### src/rtl/coastal_pkg.sv
// Shared types and default sizing for the coastal alert broadcast arbiter.
package coastal_pkg;

   typedef enum logic [1:0] {
      IDLE  = 2'd0,
      BCAST = 2'd1,
      GAP   = 2'd2
   } state_t;

   localparam int DEF_N_ZONES      = 4;
   localparam int DEF_BCAST_CYCLES = 8;
   localparam int DEF_GAP_CYCLES   = 2;

   function automatic int max2(input int a, input int b);
      return (a > b) ? a : b;
   endfunction

endpackage

### src/rtl/coastal_alert_arbiter_rr_picker.sv
// Round-robin winner select: searches upward from the zone after ptr, wrapping once.
module rr_picker #(
   parameter int N  = 4,
   parameter int IW = (N > 1) ? $clog2(N) : 1
) (
   input  logic [N-1:0]  req,
   input  logic [IW-1:0] ptr,
   output logic [N-1:0]  win,
   output logic [IW-1:0] idx,
   output logic          valid
);

   int cand;

   always_comb begin
      win   = '0;
      idx   = '0;
      valid = 1'b0;
      cand  = 0;
      for (int i = 1; i <= N; i++) begin
         cand = (int'(ptr) + i) % N;
         if (!valid && req[cand[IW-1:0]]) begin
            valid               = 1'b1;
            win[cand[IW-1:0]]   = 1'b1;
            idx                 = cand[IW-1:0];
         end
      end
   end

endmodule

### src/rtl/coastal_alert_arbiter.sv
// Shares one siren/radio channel between coastal zones: crisis requests beat
// investigation requests, round-robin within each class, fixed slot plus guard gap.
//
//   state | meaning
//   IDLE  | channel free, arbitrating every clock
//   BCAST | slot running, grant held; investigation slots abort on any crisis request
//   GAP   | guard time, grant zero; arbitration happens on its last clock
module coastal_alert_arbiter
   import coastal_pkg::*;
#(
   parameter int N_ZONES      = DEF_N_ZONES,
   parameter int BCAST_CYCLES = DEF_BCAST_CYCLES,
   parameter int GAP_CYCLES   = DEF_GAP_CYCLES
) (
   input  logic                       clk,
   input  logic                       reset,
   input  logic [N_ZONES-1:0]         kritis_req,
   input  logic [N_ZONES-1:0]         invest_req,
   output logic [N_ZONES-1:0]         gnt,
   output logic                       gnt_kritis,
   output logic [$clog2(N_ZONES)-1:0] bcast_zone,
   output logic                       bcast_done,
   output logic                       preempted
);

   localparam int IW = $clog2(N_ZONES);
   localparam int CW = $clog2(max2(BCAST_CYCLES, GAP_CYCLES) + 1);
   localparam logic [CW-1:0] BCAST_LOAD = CW'(BCAST_CYCLES - 1);
   localparam logic [CW-1:0] GAP_LOAD   = CW'(GAP_CYCLES - 1);

   state_t              state;
   logic [CW-1:0]       cnt;
   logic [IW-1:0]       kptr, iptr;
   logic [N_ZONES-1:0]  k_win, i_win, invest_only;
   logic [IW-1:0]       k_idx, i_idx;
   logic                k_valid, i_valid;
   logic                arb_now;

   // a zone raising both classes competes only as crisis
   assign invest_only = invest_req & ~kritis_req;

   rr_picker #(.N(N_ZONES), .IW(IW)) u_pick_kritis (
      .req   (kritis_req),
      .ptr   (kptr),
      .win   (k_win),
      .idx   (k_idx),
      .valid (k_valid)
   );

   rr_picker #(.N(N_ZONES), .IW(IW)) u_pick_invest (
      .req   (invest_only),
      .ptr   (iptr),
      .win   (i_win),
      .idx   (i_idx),
      .valid (i_valid)
   );

   // the last gap clock doubles as an arbitration clock so gaps stay exactly GAP_CYCLES
   assign arb_now = (state == IDLE) || ((state == GAP) && (cnt == '0));

   always_ff @(posedge clk or posedge reset) begin
      if (reset) begin
         state      <= IDLE;
         cnt        <= '0;
         kptr       <= IW'(N_ZONES - 1);
         iptr       <= IW'(N_ZONES - 1);
         gnt        <= '0;
         gnt_kritis <= 1'b0;
         bcast_zone <= '0;
         bcast_done <= 1'b0;
         preempted  <= 1'b0;
      end else begin
         bcast_done <= 1'b0;
         preempted  <= 1'b0;
         if (arb_now) begin
            if (k_valid) begin
               state      <= BCAST;
               cnt        <= BCAST_LOAD;
               gnt        <= k_win;
               gnt_kritis <= 1'b1;
               bcast_zone <= k_idx;
               kptr       <= k_idx;
               bcast_done <= (BCAST_CYCLES == 1);
            end else if (i_valid) begin
               state      <= BCAST;
               cnt        <= BCAST_LOAD;
               gnt        <= i_win;
               gnt_kritis <= 1'b0;
               bcast_zone <= i_idx;
               iptr       <= i_idx;
               bcast_done <= (BCAST_CYCLES == 1);
            end else begin
               state <= IDLE;
               cnt   <= '0;
            end
         end else if (state == BCAST) begin
            if ((cnt == '0) || (!gnt_kritis && k_valid)) begin
               state      <= GAP;
               cnt        <= GAP_LOAD;
               gnt        <= '0;
               gnt_kritis <= 1'b0;
               bcast_zone <= '0;
               preempted  <= (cnt != '0);
            end else begin
               cnt        <= cnt - CW'(1);
               bcast_done <= (cnt == CW'(1));
            end
         end else begin
            cnt <= cnt - CW'(1);
         end
      end
   end

endmodule

### config.mk
export PLATFORM = sky130hd
export DESIGN_NAME = coastal_alert_arbiter
export DESIGN_NICKNAME = d
export VERILOG_FILES = /design/src/rtl/coastal_pkg.sv /design/src/rtl/coastal_alert_arbiter_rr_picker.sv /design/src/rtl/coastal_alert_arbiter.sv
export SDC_FILE = /design/constraint.sdc
export NUM_CORES = 1
export LEC_CHECK = 0
export CAP_MARGIN = 20
export CORE_AREA = 2 2 66 68
export CTS_BUF_LIST = sky130_fd_sc_hd__clkbuf_2
export CTS_CLUSTER_SIZE = 25
export DETAILED_ROUTE_END_ITERATION = 12
export DIE_AREA = 0 0 68 70
export GPL_TIMING_DRIVEN = 0
export PLACE_DENSITY = 0.76
export SLEW_MARGIN = 20
export SYNTH_ARGS = -nofsm -noshare
export SYNTH_HDL_FRONTEND = slang
export SYNTH_HIERARCHICAL = 1
export SYNTH_SLANG_ARGS = --single-unit
### constraint.sdc
create_clock -name clk -period 8.4 [get_ports clk]
set_input_delay 1.26 -clock clk [delete_from_list [all_inputs] [get_ports clk]]
set_output_delay 1.26 -clock clk [all_outputs]
set_load 0.005 [all_outputs]
==> impl_metrics.sql, run 1 <==
INSERT INTO impl_metrics (metric_group, metric, value, unit) VALUES
('logic_synthesis', 'ys_async_sr_fraction', '100.0', '%'),
('logic_synthesis', 'post_synthesis_net_count', '259', ''),
('final_layout', 'final_instance_area', '2330', 'sq um'),
('logic_synthesis', 'ys_top_cells_by_count', '21 x sky130_fd_sc_hd__nand2_1, 18 x sky130_fd_sc_hd__ha_1, 15 x sky130_fd_sc_hd__dfrtp_1, 15 x sky130_fd_sc_hd__inv_1', ''),
('place', 'place_congestion', '0.8623', ''),
('timing', 'timing.slew.headroom', '35.24', '%'),
('setup_path', 'cp.required', '8.57', 'ns'),
('setup_path', 'cp_class', 'input port to flip-flop', ''),
('setup_path', 'path_cells', 'clkdlybuf4s50_1 > clkbuf_1 > nor2_1 > nand2_1 > buf_1 > o21ai_1 > o21ai_0', ''),
('grt', 'first_global_vias', '1654', ''),
('setup_path', 'worstSetupStartpoint', 'kritis_req[2]', ''),
('pwr', 'intPower', '381.0', 'uW'),
('cts', 'clkSlewWorstSetupHoldPaths', '0.19', 'ns'),
('setup_path', 'worst-path-max-fanout', '10', ''),
('timing', 'max_clock_freq', '295.5', 'MHz'),
('setup_path', 'arrival', '3.55', 'ns'),
('logic_synthesis', 'yosys_warnings', '6', ''),
('setup_path', 'crit_path_end_kind', 'flip-flop', ''),
('grt', 'grt_first_pass_wirelength', '7.576', 'mm'),
('logic_synthesis', 'mappedNetlistArea', '2064', 'sq um'),
('die', 'io-pin-count', '19', ''),
('die', 'floorplan.initialDensity', '49.82', '%'),
('logic_synthesis', 'synth.ff_latch_count', '19', ''),
('cts', 'cts-buffers-inserted', '3', ''),
('logic_synthesis', 'avgSynthCellArea', '8.937', 'sq um'),
('min_path', 'min-delay-start', 'gnt[0]', ''),
('cts', 'clock_insertion_delay_at_the_later_pin_of_the_skew_report', '0.31', 'ns'),
('die', 'die_w', '68', 'um'),
('pwr', 'vdd_drop_max', '0.0002023', 'V'),
('timing', 'period_share', '40.29', '%'),
('pwr', 'switchingPower', '359.3', 'uW'),
('routing', 'routedWlPerCell', '15.01', 'um'),
('logic_synthesis', 'synth.lib_cells_used.distinct', '59', ''),
('place', 'placement.cell_area', '2310', 'sq um'),
('logic_synthesis', 'leading_cell_type_by_number_of_instances_after_synthesis', 'sky130_fd_sc_hd__nand2_1', ''),
('die', 'placeableCoreArea', '4144', 'sq um'),
('pwr', 'p_leak', '0.9717', 'nW'),
('die', 'die_area', '4760', 'sq um'),
('timing', 'layout_min_cycle_time', '3.384', 'ns'),
('pwr', 'p_comb_share', '69.8', '%'),
('timing', 'hold_slack', '0.5146', 'ns'),
('cts', 'h-tree-depth', '1', ''),
('timing', 'slew_violations', '0', ''),
('grt', 'grt_antenna_before_repair', '0', ''),
('job', 'cap_violations', '0', ''),
('cts', 'clock_path_buffers', '2', ''),
('grt', 'grt_start_max_net_pins', '20', ''),
('place', 'place.port_buffers', '18', ''),
('grt', 'groute.usage.overall', '19.92', '%'),
('logic_synthesis', 'synth.top_cells.by_area', 'sky130_fd_sc_hd__dfrtp_1 18%, sky130_fd_sc_hd__ha_1 11%, sky130_fd_sc_hd__mux2i_1 5.3%', ''),
('logic_synthesis', 'ys_dominant_reg_cell', 'sky130_fd_sc_hd__dfrtp_1', ''),
('logic_synthesis', 'synthDominantAreaCellType', 'sky130_fd_sc_hd__dfrtp_1', ''),
('final_layout', 'syn_to_final_growth', '12.85', '%'),
('timing', 'hold_violations', '0', ''),
('routing', 'antenna_violation_net_count_after_detailed_routing', '0', ''),
('cts', 'post_cts.repair.setup_buffers', '0', ''),
('cts', 'tritoncts', 'done', ''),
('grt', 'overflow', '0', ''),
('timing', 'tightestPinTransition', '0.9683', 'ns'),
('setup_path', 'slowest_delay', '0.63', 'ns'),
('cts', 'cts_hold_buffers', '0', ''),
('timing', 'setup_violations', '0', ''),
('pwr', 'p_seq_share', '24.9', '%'),
('final_layout', 'antenna_cells', '0', ''),
('routing', 'drt-pass1-iter-count', '4', ''),
('routing', 'drc', '0', ''),
('die', 'die_height', '70', 'um'),
('pwr', 'clock_power_share', '5.3', '%'),
('status', 'status', 'finished, final reports clean', ''),
('routing', 'vias', '1848', ''),
('logic_synthesis', 'synth_enable_flop_cells', '0', '');
[worst paths after layout]
| kind | to | slack, ns |
|---|---|---|
| worst max-delay path | cnt[1] | 5.02 |
| worst min-delay path | gnt[0] | 0.51 |
| worst max register to register | gnt[0] | 5.13 |
| worst min register to register | gnt[0] | 0.51 |
| max in group asynchronous | cnt[1] | 6.62 |
| min in group asynchronous | bcast_zone[1] | 1.33 |
[sequential cells by signal, summed over array words and instances (netlist names)]
register / cells
preempted: 1
bcast_zone: 2
iptr: 2
gnt: 4
state: 2
cnt: 4
gnt_kritis: 1
bcast_done: 1
kptr: 2
[per-stage QoR]
stage | setup slack [ns] | power (mW) | instances
after floorplan | 5.510 | 0.5640 | 231
after global placement | 4.814 | 0.6885 | 301
after detailed placement | 4.738 | 0.7003 | 301
after CTS | 5.083 | 0.7416 | 305
after global routing | 4.883 | 0.8045 | 305
final | 5.016 | 0.7403 | 305
[logic make-up after synthesis]
family | share of synthesized area (%)
flip-flops | 23.27
buffers and inverters | 7.454
XOR/XNOR | 0.4243
AND/OR/NAND/NOR | 19.58
adder cells (fa/ha/maj) | 10.91
AO/OA/AOI/OAI | 25.94
multiplexers | 12.42
[layout by cell type (no fill, tap or decap), types with 7 or more instances in the layout]
master                            instances
sky130_fd_sc_hd__o21ai_0                  7
sky130_fd_sc_hd__nand2_1                 21
sky130_fd_sc_hd__nor2_1                  11
sky130_fd_sc_hd__o21ai_1                  8
sky130_fd_sc_hd__inv_1                   15
sky130_fd_sc_hd__ha_1                    18
sky130_fd_sc_hd__dfrtp_1                 15
sky130_fd_sc_hd__clkdlybuf4s50_1         18
sky130_fd_sc_hd__mux2i_1                 11
sky130_fd_sc_hd__a21oi_1                  8
[power by group through the flow]
stage          sequential (mW)  combinational (mW)  clock, mW
2_1_floorplan            0.174               0.390          0
3_3_place_gp             0.185               0.503          0
3_5_place_dp             0.187               0.513          0
4_1_cts                  0.185               0.516     0.0405
5_1_grt                  0.191               0.568     0.0456
6_report                 0.184               0.516     0.0396
[routing by layer]
metal / wire length [um] / global-route usage [%] / up-vias
met4: 36 / 2.667 / 0
li1: - / - / 916
met1: 2141 / 29.21 / 899
met3: 105 / 2.415 / 4
met5: 0 / 0 / -
met2: 2296 / 32.04 / 29
[worst max-delay path, delay by kind of cell]
family          cells  cell delay (ns)
buf+inv             3             0.98
compound gates      2             0.84
simple gates        2             0.47
[area by class of cell]
class	instances	area, sq um
inverter	16	60.06
sequential	19	480.5
clock buffer	3	15.01
timing repair buffer	18	180.2
clock inverter	1	5.005
tap	52	65.06
fill	407	1814
multi-input combinational	183	1430
buffer	13	93.84
No activity file was read; power rests on OpenSTA's default activity.
==> run 2, diff against run 1 <==
==> constraint.sdc (replaced) <==
create_clock -name clk -period 3.2 [get_ports clk]
set_input_delay 0.48 -clock clk [delete_from_list [all_inputs] [get_ports clk]]
set_output_delay 0.48 -clock clk [all_outputs]
set_load 0.005 [all_outputs]
==> run 2 against run 1 <==
- total power grew to 2.6 times the previous value
- utilization grew 0.060 points
- clock skew rose by 0.0016 ns
- critical path depth grew 3
- sequential power grew to 2.6 times the previous value
- worst setup slack worse by 4.8 ns
- first-iteration DRC count is 5.8% higher
- design area grew 0.11%
- die area unchanged
- flip-flop and latch count did not move
- clock-buffer cell count unchanged
- critical endpoint is now gnt[0]
- highest routed layer unchanged
==> impl_metrics.sql, run 2 (synthesized netlist as in run 1, its figures left out) <==
INSERT INTO impl_metrics (metric_group, metric, value, unit) VALUES
('routing', 'drt-pass1-iter-count', '4', ''),
('cts', 'h-tree-depth', '1', ''),
('final_layout', 'regs_by_ff_count', 'cnt x4, gnt x4', ''),
('grt', 'grt_start_max_net_pins', '20', ''),
('routing', 'routedWlPerCell', '14.98', 'um'),
('pwr', 'pwr_density', '832.8', 'nW/um^2'),
('cts', 'clock_sink_count', '19', ''),
('setup_path', 'crit_path_end_kind', 'flip-flop', ''),
('grt', 'global_route.usage.met3', '2.415', '%'),
('cts', 'cts_root_buf', 'sky130_fd_sc_hd__clkbuf_2', ''),
('die', 'floorplan.rows', '24', ''),
('place', 'hpwlAfterDp', '3.447', 'mm'),
('routing', 'via_per_inst', '6.056', ''),
('timing', 'rsz0062_at_grt', 'false', ''),
('place', 'placement.cell_area', '2310', 'sq um'),
('timing', 'tightestPinTransition', '0.9514', 'ns'),
('grt', 'met1_usage', '29.21', '%'),
('setup_path', 'arrival', '3.21', 'ns'),
('die', 'floorplan.initialDensity', '49.82', '%'),
('job', 'cap_violations', '0', ''),
('final_layout', 'mostFrequentLayoutCells', '21 x sky130_fd_sc_hd__nand2_1, 18 x sky130_fd_sc_hd__ha_1, 18 x sky130_fd_sc_hd__clkdlybuf4s50_1', ''),
('grt', 'groute.usage.overall', '19.89', '%'),
('routing', 'drt_first_iter_violations', '147', ''),
('final_layout', 'fill_cells', '404', ''),
('cts', 'clkSlewWorstSetupHoldPaths', '0.19', 'ns'),
('routing', 'antenna_violation_net_count_after_detailed_routing', '0', ''),
('setup_path', 'cp_class', 'flip-flop to flip-flop', ''),
('grt', 'grt_first_pass_wirelength', '7.562', 'mm'),
('grt', 'grtUsageMet2', '31.93', '%'),
('routing', 'drc', '0', ''),
('routing', 'totalWireLength', '4.555', 'mm'),
('timing', 'timing.slew.headroom', '36.38', '%'),
('final_layout', 'nets', '281', ''),
('timing', 'layout_min_cycle_time', '3.008', 'ns'),
('setup_path', 'worst-path-max-fanout', '11', ''),
('die', 'io-pin-count', '19', ''),
('cts', 'tritoncts', 'done', ''),
('final_layout', 'syn_to_final_growth', '12.97', '%'),
('cts', 'post_cts.repair.setup_buffers', '0', ''),
('final_layout', 'antenna_cells', '0', ''),
('cts', 'cts-buffers-inserted', '3', ''),
('cts', 'clock_path_buffers', '2', ''),
('place', 'place.port_buffers', '18', ''),
('place', 'place_congestion', '0.8623', ''),
('setup_path', 'critPathLaunchType', 'flip-flop', ''),
('timing', 'hold_violations', '0', ''),
('grt', 'grt_most_used_layer', 'met2', ''),
('routing', 'vias', '1841', ''),
('pwr', 'vdd_drop_max', '0.0005353', 'V'),
('die', 'placeableCoreArea', '4144', 'sq um'),
('min_path', 'hold_path.class', 'flip-flop to flip-flop', ''),
('final_layout', 'final_instance_area', '2332', 'sq um'),
('pwr', 'power', '1.942', 'mW'),
('die', 'die_w', '68', 'um'),
('timing', 'setup_violations', '0', ''),
('grt', 'first_global_vias', '1650', ''),
('die', 'die_height', '70', 'um'),
('timing', 'slew_violations', '0', ''),
('pwr', 'p_leak', '0.9711', 'nW'),
('setup_path', 'cp.required', '3.40', 'ns'),
('status', 'status', 'finished, final reports clean', ''),
('cts', 'clock_insertion_delay_at_the_later_pin_of_the_skew_report', '0.31', 'ns'),
('timing', 'finalSetupTns', '0', 'ns'),
('timing', 'timing.clock.skew', '0.008534', 'ns'),
('final_layout', 'final_common_cell', 'sky130_fd_sc_hd__nand2_1', ''),
('timing', 'max_clock_freq', '332.4', 'MHz'),
('timing', 'period_share', '94.00', '%'),
('final_layout', 'post_route_cells_drive_above_1_share', '13.10', '%'),
('cts', 'cts_hold_buffers', '0', ''),
('die', 'die_area', '4760', 'sq um'),
('grt', 'overflow', '0', ''),
('grt', 'grt_antenna_before_repair', '0', '');
[run 2: cell count changes in the layout (fill, tap and decap cells not counted)]
cell,previous run,this run
sky130_fd_sc_hd__a31oi_1,6,5
sky130_fd_sc_hd__a31oi_2,0,1
sky130_fd_sc_hd__clkbuf_1,3,2
[run 2: final timing paths]
kind	start	endpoint	slack, ns	cells after the start
min in group asynchronous	reset	gnt_kritis	0.55	2
hold / removal	bcast_zone[0]	bcast_zone[0]	0.51	1
max in group asynchronous	reset	cnt[1]	2.20	2
setup reg to reg	kptr[0]	gnt[0]	0.19	10
hold reg to reg	bcast_zone[0]	bcast_zone[0]	0.51	1
setup / recovery	kptr[0]	gnt[0]	0.19	10
[run 2: timing repair]
item                       CTS  global route
setup endpoints to repair    4             4
resized for setup            0             1
pin swaps                    0             0
[run 2: worst max-delay path, cell delays in order (launching register included)]
cell	delay, ns
sky130_fd_sc_hd__dfstp_2	0.64
sky130_fd_sc_hd__buf_6	0.15
sky130_fd_sc_hd__buf_2	0.21
sky130_fd_sc_hd__inv_1	0.14
sky130_fd_sc_hd__ha_1	0.52
sky130_fd_sc_hd__inv_1	0.23
sky130_fd_sc_hd__a31oi_2	0.26
sky130_fd_sc_hd__o31ai_1	0.10
sky130_fd_sc_hd__a2111o_1	0.39
sky130_fd_sc_hd__mux2i_1	0.18
sky130_fd_sc_hd__o2bb2ai_1	0.08
[run 2: area by class of cell]
| type | instances | area (sq um) | share of cell area, % |
|---|---|---|---|
| Clock inverter | 1 | 5.005 | 0.2146 |
| Buffer | 12 | 90.09 | 3.863 |
| Clock buffer | 3 | 15.01 | 0.6438 |
| Tap cell | 52 | 65.06 | 2.790 |
| Multi-Input combinational cell | 183 | 1436 | 61.59 |
| Sequential cell | 19 | 480.5 | 20.60 |
| Timing Repair Buffer | 18 | 180.2 | 7.725 |
| Inverter | 16 | 60.06 | 2.575 |
[run 2: where the power goes]
group | switching (mW) | internal [mW] | leakage [nW]
registers | 0.129 | 0.355 | 0.232
clock network | 0.0762 | 0.0283 | 0.0164
logic | 0.735 | 0.619 | 0.723
total | 0.940 | 1.00 | 0.971
[run 2: through the flow]
stage / cells / setup WS [ns] / util, % / hold WS, ns
6_report: 304 / 0.1919 / 56.28 / 0.5149
5_1_grt: 304 / 0.02004 / 56.28 / 0.5367
4_1_cts: 304 / 0.1228 / 56.13 / 0.5218
3_5_place_dp: 301 / -0.03060 / 55.74 / 0.4785
3_3_place_gp: 301 / -0.05560 / 55.74 / 0.4765
2_1_floorplan: 231 / 0.4755 / - / 0.4282
[run 2: layer usage]
metal / part of all wire (%) / vias to the layer above
li1: - / 913
met1: 47 / 907
met2: 50 / 17
met5: 0 / -
met4: 0.83 / 0
met3: 2.0 / 4
==> RTL change 1: new RTL, config.mk and constraints of run 1 <==
Change the package constant `DEF_GAP_CYCLES` from 2 to 4.
--- a/src/rtl/coastal_pkg.sv
+++ b/src/rtl/coastal_pkg.sv
@@ -9,7 +9,7 @@
 
    localparam int DEF_N_ZONES      = 4;
    localparam int DEF_BCAST_CYCLES = 8;
-   localparam int DEF_GAP_CYCLES   = 2;
+   localparam int DEF_GAP_CYCLES   = 4;
 
    function automatic int max2(input int a, input int b);
       return (a > b) ? a : b;
Function: same outputs for any inputs over 4 cycles, from zero or initial values and one cycle with reset high; that may be too few to reach the edited logic, so the function may still have changed.
==> RTL change 1 against run 1 <==
Setup slack lost 14 ps; total power grew 8.7%; sequential cell count is the same; highest routed layer unchanged; core utilization grew 6.1 points; area after synthesis grew 12%; fmax shrank 0.40%; combinational power grew 11%; cell count grew 11%; largest cell class unchanged; largest power group unchanged; register-to-register slack lost 130 ps; clock power grew 7.1%; wire length grew 11%; design area grew 11%; the flow now finishes with violations (design-rule violations); critical path type is now reg -> reg.
==> RTL change 1: results (changes against run 1) <==
NetSw=386 uW (was 359 uW); met1 WL=2480 um (was 2140 um); Rel. slew slack=0.514 (was 0.352); slowest stage delay, CP=650 ps (was 630 ps); Clock Skew=4.77 ps (was 6.94 ps); grt met2 use=0.365 (was 0.320); fin nets=316 (was 282); # diodes=0 (unchanged); inverters=22 (was 16); Data buffer area share=0.118 (about the same); Critical-path top delay cell=dfstp_2 (was o21ai_1); DRT Pass-1 Iters=10 (was 4); vias in the first global route=1969 (was 1654); fillcell total=366 (was 407); cell row count=24 (unchanged); CP top delay family=buffers and inverters (unchanged); htree depth=1 (unchanged); Seq/Total Area, Yosys=0.207 (was 0.233); RePlAce Congestion=0.896 (was 0.862); Reg clk slew, reported paths=about 200 ps; Total Routing Usage GR=0.233 (was 0.199); count of multi-input gates=205 (was 183); critical path arrival=3610 ps (was 3550 ps); vias=2043 (was 1848); VDD IR max=145 uV (was 202 uV); Area contributors post-synth=dfrtp_1, ha_1, a2bb2o_4, nand2_1, dfstp_2 (was dfrtp_1, ha_1, mux2i_1, dfstp_2, nand2_1); fraction of area in multi-input gates=0.631 (was 0.614); initial DRC count=207 (was 139); DR WL met2=2350 um (was 2300 um); Sw Ratio=0.480 (was 0.485); # resized after CTS=0 (unchanged); Clock buffers and inverters, area share=0.00775 (was 0.00859); DPL Wire Length=3870 um (was 3450 um); M1 GR Usage=0.347 (was 0.292); post-synthesis net count=293 (was 259); commonest cells in the netlist=nand2_1, inv_1, ha_1 (was nand2_1, ha_1, dfrtp_1, inv_1); GR met3 Demand/Resource=0.0161 (was 0.0242); dpl ws=4790 ps (was 4740 ps); Comb. pwr=574 uW (was 516 uW); Lkg Pwr=1.04 nW (was 0.972 nW); Seq pwr share=0.234 (was 0.249); DRC Markers=1 (was 0); Met3 Wirelength=193 um (was 105 um); WL final=5100 um (was 4580 um); Netlist cell types=64 (was 59); placed cell count=335 (was 301); Final Util=0.623 (was 0.562); share of layout cells above drive strength 1=0.160 (was 0.126); Non-clock buffers=37 (was 31); status=finished, violations left (was finished clean); Finished Layout Cells=339 (was 305); Seq cells=19 (unchanged); largest class=multi-input combinational cells (unchanged); post-CTS setup buffer count=0 (unchanged); Cells after Synth=265 (was 231); failing checks=design-rule violations; first-pass GRT wire length=9000 um (was 7580 um); highest fanout seen on the critical path=10 (unchanged); clock buffer count in the final layout=3 (unchanged)
-- RTL change 1: cell types whose count changed after synthesis, sizes merged, moves of 5 or more --
cell and delta:
a2bb2o +6, inv +6, o221ai +6, o2bb2ai -5, nand2 +11, mux2i -6
-- RTL change 1: cell families after synthesis --
kind of cell             share of synthesized area
XOR/XNOR                                   0.00756
AND/OR/NAND/NOR                              0.212
buffers and inverters                       0.0890
multiplexers                                0.0847
adder cells (fa/ha/maj)                     0.0971
AO/OA/AOI/OAI                                0.302
flip-flops                                   0.207
-- RTL change 1: worst paths after layout --
path / start / end / slack, ps / cells after the start
max: kptr[0] / gnt[2] / 5000 / 12
min: gnt_kritis / gnt_kritis / 600 / 1
max reg2reg: kptr[0] / gnt[2] / 5000 / 12
min reg2reg: gnt_kritis / gnt_kritis / 600 / 1
max in group asynchronous: reset / state[0] / 6630 / 2
min in group asynchronous: reset / gnt_kritis / 1320 / 2
==> RTL change 2: new RTL, settings of run 1 <==
Without the edit above. Encoding of `state_t`: now one-hot (3 bits for 3 states).
--- a/src/rtl/coastal_pkg.sv
+++ b/src/rtl/coastal_pkg.sv
@@ -1,10 +1,10 @@
 // Shared types and default sizing for the coastal alert broadcast arbiter.
 package coastal_pkg;
 
-   typedef enum logic [1:0] {
-      IDLE  = 2'd0,
-      BCAST = 2'd1,
-      GAP   = 2'd2
+   typedef enum logic [2:0] {
+      IDLE  = 3'b001,
+      BCAST = 3'b010,
+      GAP   = 3'b100
    } state_t;
 
    localparam int DEF_N_ZONES      = 4;
Check against the original RTL: no difference found for any inputs over 4 cycles, from zero or initial values and one cycle with reset high; so few cycles prove little.
==> RTL change 2 against run 1 <==
Wire length rose by 6.8%; critical path type is now reg -> reg; sequential cell count rose by 1; total power fell by 8.0%; clock power rose by 83%; count of clock-buffer cells in the layout did not move; setup slack improved by 84 ps; core utilization rose by 4.4 points; area after synthesis rose by 7.7%; worst hold slack improved by 17 ps; highest routed layer unchanged; die area did not move; design area rose by 7.9%; non-clock buffer count rose by 4.
==> RTL change 2: results (changes against run 1) <==
global route overflow=0 (unchanged); # diodes=0 (unchanged); mux contribution to synthesized area=0.120 (was 0.124); Largest regs=cnt (4), gnt (4), state (3) (was cnt (4), gnt (4)); asr flop ratio synth=1.00 (unchanged); RePlAce Congestion=0.860 (was 0.862); Area contributors post-synth=dfrtp_1, ha_1, dfstp_2, nand2_1, mux2i_1 (was dfrtp_1, ha_1, mux2i_1, dfstp_2, nand2_1); DPL Wire Length=3650 um (was 3450 um); Post-Synth Adder-Cell Area=0.101 (was 0.109); vias=1946 (was 1848); # resized after CTS=0 (unchanged); DRT Pass-1 Iters=4 (unchanged); share of layout cells above drive strength 1=0.169 (was 0.126); Reg clk slew, reported paths=200 ps; Synth Area in Compound Gates=0.250 (was 0.259); fin nets=301 (was 282); commonest cells in the netlist=nand2_1, nor2_1, ha_1 (was nand2_1, ha_1, dfrtp_1, inv_1); htree depth=1 (unchanged); vias in the first global route=1728 (was 1654); Clock Skew=8.93 ps (was 6.94 ps); Placed Area=2470 um^2 (was 2310 um^2); worst hold path type=reg -> reg (unchanged); count of input and output buffers=18 (unchanged); YS warnings=6 (unchanged); Total Routing Usage GR=0.215 (was 0.199); fillcell total=372 (was 407); post-synthesis net count=278 (was 259); Longest Clk Path Bufs=2 (unchanged); initial DRC count=107 (was 139); Seq/Total Area, Yosys=0.228 (was 0.233); highest fanout seen on the critical path=10 (unchanged); critical path arrival=3530 ps (was 3550 ps); clk_lat worst skew=320 ps; VDD IR max=161 uV (was 202 uV); TritonCTS Buffers=3 (unchanged); status=finished clean (unchanged); first-pass GRT wire length=8130 um (was 7580 um); post-CTS setup buffer count=0 (unchanged); Rel. slew slack=0.496 (was 0.352); largest net degree at the start of global routing=21 (was 20); Avg WL per Cell=15.1 um (was 15.0 um); XOR/XNOR share of the synthesized area=0.00788 (was 0.00424); CTS Root Cell=clkbuf_2 (unchanged); initial antenna violation count=0 (unchanged); Lkg Pwr=1.01 nW (was 0.972 nW); Netlist cell types=60 (was 59)
==> RTL change 2: cell types whose count changed in the layout (fill, tap and decap cells not counted), moves of 3 or more <==
cell and change:
mux2i_1 -3, mux2_2 +5, nor2_1 +8, nand2_1 +6, mux2_1 -4, o21ai_1 -3, a22oi_1 +4
==> RTL change 2: per-stage QoR <==
step	std cells	setup WS, ps
floorplan	250	5410
global placement	320	4740
detailed placement	320	4760
CTS	324	5130
global route	324	4840
finish	324	5100
==> RTL change 2: path summary, 6_finish.rpt <==
kind	startpoint	end	slack, ps	cells after the start
max in group asynchronous	reset	cnt[3]	6600	2
worst max-delay path	kptr[0]	gnt[2]	5100	11
worst min-delay path	gnt[1]	gnt[1]	530	1
worst max register to register	kptr[0]	gnt[2]	5100	11
min in group asynchronous	reset	cnt[1]	1330	2
worst min register to register	gnt[1]	gnt[1]	530	1
==> RTL change 2: cell families after synthesis <==
kind of cell	Yosys count
AOI/OAI and AO/OA	69
xor gates and xnor gates	2
adders and majority gates	18
buffers and inverters	33
DFF	20
muxes	20
and+or+nand+nor	88
==> RTL change 2: report_power, final <==
group / internal (mW) / switching (mW) / total, mW
clock network: 0.0411 / 0.0312 / 0.0723
logic: 0.206 / 0.235 / 0.441
registers: 0.135 / 0.0326 / 0.168
==> RTL change 2: layer usage <==
| metal | track usage | part of all wire | wire length [um] | vias to the layer above |
|---|---|---|---|---|
| li1 | - | - | - | 972 |
| met1 | 0.324 | 0.47 | 2290 | 928 |
| met2 | 0.337 | 0.49 | 2400 | 44 |
| met3 | 0.0354 | 0.039 | 189 | 2 |
| met4 | 0.0133 | 0.0020 | 10 | 0 |
| met5 | 0 | 0 | 0 | - |
==> RTL change 2: layout make-up <==
cell class / instances / area, um^2 / share of cell area
multi-input cells: 197 / 1530 / 0.608
flip-flops and latches: 20 / 507 / 0.202
repair buffers: 18 / 180 / 0.0717
plain buffers: 17 / 128 / 0.0508
well taps: 52 / 65.1 / 0.0259
inverters: 16 / 60.1 / 0.0239
clock inverters: 1 / 30.0 / 0.0119
clock buffers: 3 / 15.0 / 0.00597
==> RTL change 2: critical path, stage by stage, from the launching register on <==
cell and delay (ps):
dfstp_2 650, buf_6 150, buf_2 210, inv_1 120, ha_1 310, clkbuf_1 340, inv_1 230, a31oi_1 360
o31ai_1 120, or3_1 410, a22oi_1 230, o2bb2ai_1 90
